### src/rtl/dmem_arbiter.sv
// Two-master arbiter/sequencer for the single-port MIPS32 data memory.
// Define DMEM_ARB_ROUND_ROBIN_EN for round-robin arbitration; default is fixed priority (master 0).
module dmem_arbiter #(
  parameter int unsigned ADDR_W      = 32,
  parameter int unsigned DATA_W      = 32,
  parameter int unsigned MEM_LATENCY = 1
) (
  input  logic              clk,
  input  logic              rst,
  input  logic              m0_req,
  input  logic              m0_we,
  input  logic [ADDR_W-1:0] m0_addr,
  input  logic [DATA_W-1:0] m0_wdata,
  output logic              m0_ack,
  output logic [DATA_W-1:0] m0_rdata,
  input  logic              m1_req,
  input  logic              m1_we,
  input  logic [ADDR_W-1:0] m1_addr,
  input  logic [DATA_W-1:0] m1_wdata,
  output logic              m1_ack,
  output logic [DATA_W-1:0] m1_rdata,
  output logic              mem_write,
  output logic [ADDR_W-1:0] mem_addr,
  output logic [DATA_W-1:0] mem_wdata,
  input  logic [DATA_W-1:0] mem_rdata
);

  typedef enum logic {S_IDLE, S_BUSY} state_t;

  state_t      r_state, w_state_nxt;
  logic [3:0]  r_cnt, w_cnt_nxt;
  logic        r_owner, w_owner_nxt;
  logic        r_is_write, w_is_write_nxt;
  logic        w_any, w_sel, w_done;

  logic              w_mem_write_nxt;
  logic [ADDR_W-1:0] w_mem_addr_nxt;
  logic [DATA_W-1:0] w_mem_wdata_nxt;
  logic              w_ack0_nxt, w_ack1_nxt;
  logic [DATA_W-1:0] w_rd0_nxt, w_rd1_nxt;

  assign w_any  = m0_req | m1_req;
  assign w_done = (r_cnt == 4'(MEM_LATENCY - 1));

`ifdef DMEM_ARB_ROUND_ROBIN_EN
  logic r_last;

  // Under contention the master that did not win last time is granted.
  assign w_sel = (m0_req & m1_req) ? ~r_last : m1_req;

  always_ff @(posedge clk) begin
    if (!rst)
      r_last <= 1'b1;
    else if (r_state == S_IDLE && w_any)
      r_last <= w_sel;
  end
`else
  assign w_sel = ~m0_req;
`endif

  always_ff @(posedge clk) begin
    if (!rst)
      r_state <= S_IDLE;
    else
      r_state <= w_state_nxt;
  end

  always_comb begin
    w_state_nxt = r_state;
    case (r_state)
      S_IDLE: if (w_any)  w_state_nxt = S_BUSY;
      S_BUSY: if (w_done) w_state_nxt = S_IDLE;
      default:            w_state_nxt = S_IDLE;
    endcase
  end

  always_comb begin
    w_mem_write_nxt = 1'b0;
    w_mem_addr_nxt  = mem_addr;
    w_mem_wdata_nxt = mem_wdata;
    w_ack0_nxt      = 1'b0;
    w_ack1_nxt      = 1'b0;
    w_rd0_nxt       = m0_rdata;
    w_rd1_nxt       = m1_rdata;
    w_cnt_nxt       = r_cnt;
    w_owner_nxt     = r_owner;
    w_is_write_nxt  = r_is_write;
    case (r_state)
      S_IDLE: begin
        if (w_any) begin
          w_owner_nxt     = w_sel;
          w_mem_addr_nxt  = w_sel ? m1_addr  : m0_addr;
          w_mem_wdata_nxt = w_sel ? m1_wdata : m0_wdata;
          w_mem_write_nxt = w_sel ? m1_we    : m0_we;
          w_is_write_nxt  = w_sel ? m1_we    : m0_we;
          w_cnt_nxt       = '0;
        end
      end
      S_BUSY: begin
        if (w_done) begin
          if (!r_is_write) begin
            if (r_owner) w_rd1_nxt = mem_rdata;
            else         w_rd0_nxt = mem_rdata;
          end
          w_ack0_nxt      = ~r_owner;
          w_ack1_nxt      = r_owner;
          w_mem_addr_nxt  = '0;
          w_mem_wdata_nxt = '0;
        end else begin
          w_cnt_nxt = r_cnt + 4'd1;
        end
      end
      default: ;
    endcase
  end

  always_ff @(posedge clk) begin
    if (!rst) begin
      mem_write  <= 1'b0;
      mem_addr   <= '0;
      mem_wdata  <= '0;
      m0_ack     <= 1'b0;
      m1_ack     <= 1'b0;
      m0_rdata   <= '0;
      m1_rdata   <= '0;
      r_cnt      <= '0;
      r_owner    <= 1'b0;
      r_is_write <= 1'b0;
    end else begin
      mem_write  <= w_mem_write_nxt;
      mem_addr   <= w_mem_addr_nxt;
      mem_wdata  <= w_mem_wdata_nxt;
      m0_ack     <= w_ack0_nxt;
      m1_ack     <= w_ack1_nxt;
      m0_rdata   <= w_rd0_nxt;
      m1_rdata   <= w_rd1_nxt;
      r_cnt      <= w_cnt_nxt;
      r_owner    <= w_owner_nxt;
      r_is_write <= w_is_write_nxt;
    end
  end

endmodule
### config.mk
export PLATFORM = sky130hd
export DESIGN_NAME = dmem_arbiter
export DESIGN_NICKNAME = d
export VERILOG_FILES = /design/src/rtl/dmem_arbiter.sv
export SDC_FILE = /design/constraint.sdc
export NUM_CORES = 1
export LEC_CHECK = 0
export ABC_AREA = 1
export BUFFER_PORTS_ARGS = -buffer_cell sky130_fd_sc_hd__buf_2
export CORE_UTILIZATION = 52
export DETAILED_ROUTE_END_ITERATION = 8
export PLACE_DENSITY = 0.91
export SLEW_MARGIN = 20
export SYNTH_ARGS = -nofsm -noshare
export SYNTH_HDL_FRONTEND = slang
export SYNTH_SLANG_ARGS = --single-unit
### constraint.sdc
create_clock -name clk -period 3.9 [get_ports clk]
set_input_delay 0.78 -clock clk [delete_from_list [all_inputs] [get_ports clk]]
set_output_delay 0.78 -clock clk [all_outputs]
set_load 0.01 [all_outputs]
## Word-level counts from Yosys, hierarchy flattened

Index checks and enable logic that the tools add are counted.

- Logic and storage cells: 44
- Latch bits: 0
- Memories: 0
- RAM bits: 0
- Output and inout port bits: 131
- Memory bits (read-only): 0
- Bits of input ports: 166
- Register bits: 138

- Add/sub/neg operators: 1
- Div/mod/pow operators: 0
- Shift-type cells: 0
- Reduce and logical (&&, ||, !) cells: 8
- Order comparisons: 0
- Muxes and demuxes: 14
- Eq/ne operators: 3
- Bitwise operators: 7
- Multipliers: 0

Operators with widths:

| kind | number |
|---|---|
| $mux 32 | 5 |
| $pmux 32 s2 | 2 |
| $mux 4 | 2 |
| $pmux 4 s2 | 1 |
| $reduce_and 4->1 | 2 |
| $not 1->1 | 6 |
| $reduce_and 2->1 | 3 |
| $add 4x1->4 const B | 1 |
| $logic_not 4->1 | 1 |
| $ne 2x2->1 const B | 2 |
| $mux 1 | 3 |
| $reduce_and 3->1 | 1 |
| $reduce_or 3->1 | 1 |
| $ne 2x1->1 const B | 1 |
| $pmux 1 s2 | 1 |
| $or 1x1->1 | 1 |

## Depth between registers and ports, before layout

- Depth in word-level cells: 3
- Mapped depth: 8
- Depth with buffers taken out: 7

## Least setup slack after synthesis

No wires, ideal clock.

- Path kind: input-to-reg
- Start point: input port rst
- End point: register m0_rdata[10]
- Setup time: 0.064 ns
- Arrival: 1.568 ns
- Cell stages on the path: 5
- Setup slack: 2.268 ns
- Data required time: 3.836 ns
- Buffers on the path: 3
- Cells stage by stage: buf_2 > clkbuf_1 > clkbuf_1 > nand2_1 > nor2_1

RTL lines:

| item | RTL line | source |
|---|---|---|
| from (decl) | 9 | `input logic rst,` |
| to (signal assigned) | 135 | `m0_rdata <= w_rd0_nxt;` |
| to (decl) | 15 | `output logic [DATA_W-1:0] m0_rdata,` |

## Worst setup path after layout

- Start point: register r_state
- End point: register m1_rdata[5]

- Longest elaborated chain between the ends: 1

Ends and longest elaborated chain:

| item | RTL line | source |
|---|---|---|
| from (decl) | 30 | `state_t r_state, w_state_nxt;` |
| from (signal assigned) | 65 | `r_state <= w_state_nxt;` |
| $reduce_and 4->1 (no source line) | - |  |
| to (signal assigned) | 136 | `m1_rdata <= w_rd1_nxt;` |
| to (decl) | 21 | `output logic [DATA_W-1:0] m1_rdata,` |

No other way between the ends.
A chain may end at the register's enable or synchronous reset.

==> run metrics <==
Req. time, crit path=4.25 ns; grt met2 use=49.8%; sequential area share after synthesis=40.1%; met1 Use GR=33.6%; final setup fails=0; internal reg-to-reg setup slack=1.36 ns; nets@finish=1,455; crit end category=flop; vias in the first global route=6,404; unrepaired setup endpoints after global routing=false; post-route non-filler standard cell count=1,469; Mapped Cells=1,042; Num CTS Buffers=17; yosys warns=0; Worst Setup Path Type=reg -> reg; path depth of the worst reg2reg path=6; DP Area=0.00818 mm2; Avg Cell Area, Syn=6.61 um2; slowest stage delay, CP=0.68 ns; commonest cells in the netlist=273 x nor2_1, 255 x nand2_1, 138 x dfxtp_1; quantity of I/O buffers inserted on ports=296; Max Cap Viol=0; Total Power=3.80 mW; maximum clock rate=394 MHz; die area=0.0137 mm2; DR vias/cell=5.00; die height=117 um; period utilization=65.1%; post-CTS sizing=0; Final Hold Fails=0; LEAKAGE=4.78 nW; Post-DRT Antenna Nets=0; status=complete, no violations; count leader, synth=nor2_1; Max Slew Vio Count=0; number of fill cells=1,101; number of synthesized register bits=138; vias=7,347; worst vdd ir=0.000247 V; Yosys top cell area share=40.1%; drt drc=0; setup bufs post-CTS=0; CTS Buffer Depth=2; core area=0.0128 mm2; pin count of the biggest net entering global routing=68; post-route cell area=0.00869 mm2; drt total wl=19,900 um; top post-synthesis cells by area=dfxtp_1 40%, nor2_1 15%, nand2_1 14%; Die Width=117 um; Core Rows=41; H-tree depth=4; 1st-iter DRT viols=611; Hold Path Class=reg -> reg; pwr dens=438 mW/mm2; GR peak layer=met2; number of diodes=0; Post-synth EDFFs=0; CTS root buf=clkbuf_16; Final HPWL DP=13,600 um; CTS clk-pin slew, worst paths=0.05 ns; DR pass1 iterations=5; All-Layer GR Usage=28.7%; Crit-path slowest cell=dfxtp_2; setup ws final=1.36 ns; Cell Count Post-Placement=1,440; initial cell density of the core=53.9%; cell area after synthesis=0.00689 mm2; hold_buf cts=0; hold path depth=2; Synth Net Count=1,210; CTS tree=built; clock latency on the worst-skew pair=0.42 ns; GRT met3 Usage=7.05%; I/O pin cnt=297; share of cells above drive strength 1=26.4%; Tightest Pin Transition=0.974 ns; gp weighted congestion=0.858; CP startpoint kind=flop; area leader, netlist=dfxtp_1; antenna violations before repair=0; clk_skew=0.00650 ns; Main synth FF type=dfxtp_1; Worst Path Max Fanout=32; min cycle time layout=2.54 ns; Setup Total Neg Slack=0 ns; Setup WS pre-CTS=1.45 ns; global-route wire length before repair=30,600 um; CP Cell Sequence=inv_2, nor2_4, inv_2, nor2_4, nor2_1, nor2_1; total gr overflow=0; library cells used by synthesis=25; Crit path arrival time=2.89 ns; Num Clock Sinks=138; relative slew slack=35.0%; area grow syn2layout=26.1%; share of async-settable or async-resettable flops after synthesis=0%; routed len/inst=13.6 um
-- cells in the final DEF, fill, tap and decap left out, types with 2 or more instances in the layout --
| cell | instances |
|---|---|
| buf_2 | 295 |
| nor2_1 | 273 |
| nand2_1 | 255 |
| dfxtp_1 | 137 |
| inv_1 | 85 |
| nand4_1 | 66 |
| o21ai_0 | 55 |
| nand3b_1 | 47 |
| clkbuf_16 | 17 |
| o21ai_1 | 10 |
| buf_4 | 10 |
| nand3_1 | 8 |
| a21oi_1 | 7 |
| clkbuf_1 | 7 |
| inv_2 | 5 |
| nor2_4 | 5 |
| clkinv_2 | 3 |
| nor3_1 | 2 |
| ha_1 | 2 |
-- area by class of cell --
class / instances / area (um2) / area share (%)
clock buffers: 25 / 465 / 5.36
multi-input cells: 734 / 3300 / 38.0
flip-flops and latches: 138 / 2760 / 31.8
repair buffers: 305 / 1550 / 17.9
well taps: 172 / 215 / 2.48
clock inverters: 4 / 45.0 / 0.519
inverters: 91 / 342 / 3.93
-- final timing paths --
path / start / endpoint
setup / recovery: r_state / m1_rdata[5]
setup reg to reg: r_state / m1_rdata[5]
hold reg to reg: mem_addr[26] / mem_addr[26]
hold / removal: mem_addr[26] / mem_addr[26]
-- stage by stage --
stage	util [%]	hold slack, ns
6_report	68.0	0.461
5_1_grt	68.0	0.483
4_1_cts	68.0	0.463
3_5_place_dp	64.0	0.452
3_3_place_gp	64.0	0.448
2_1_floorplan	-	0.455
-- flip-flops by register name, indices dropped and copies added (netlist names) --
signal and cells:
m0_ack 1, m0_rdata 32, m1_ack 1, m1_rdata 32, mem_addr 32, mem_wdata 32
mem_write 1, r_cnt 4, r_is_write 1, r_owner 1, r_state 1
-- routing by layer --
metal | vias up | share of wire (%)
met3 | 32 | 7.5
met2 | 332 | 50
met4 | 0 | 2.2
li1 | 3738 | -
met1 | 3245 | 40
met5 | - | 0
-- worst max-delay path: cells and delay by family, from the launching register on --
family / cells / cell delay [ns]
buf+inv: 2 / 0.30
flops: 1 / 0.68
simple gates: 4 / 1.47
-- cell families after synthesis --
logic type | Yosys count | synth area share, %
fa+ha+maj | 2 | 0.363
simple gates | 659 | 42.1
buf+inv | 170 | 12.1
compound gates | 73 | 5.36
flops | 138 | 40.1
-- report_power, final --
group	switching (mW)	total (mW)	internal [mW]
Clock	0.554	1.43	0.878
Sequential	0.0655	1.60	1.53
Combinational	0.467	0.773	0.306
No activity file was read; power rests on OpenSTA's default activity.
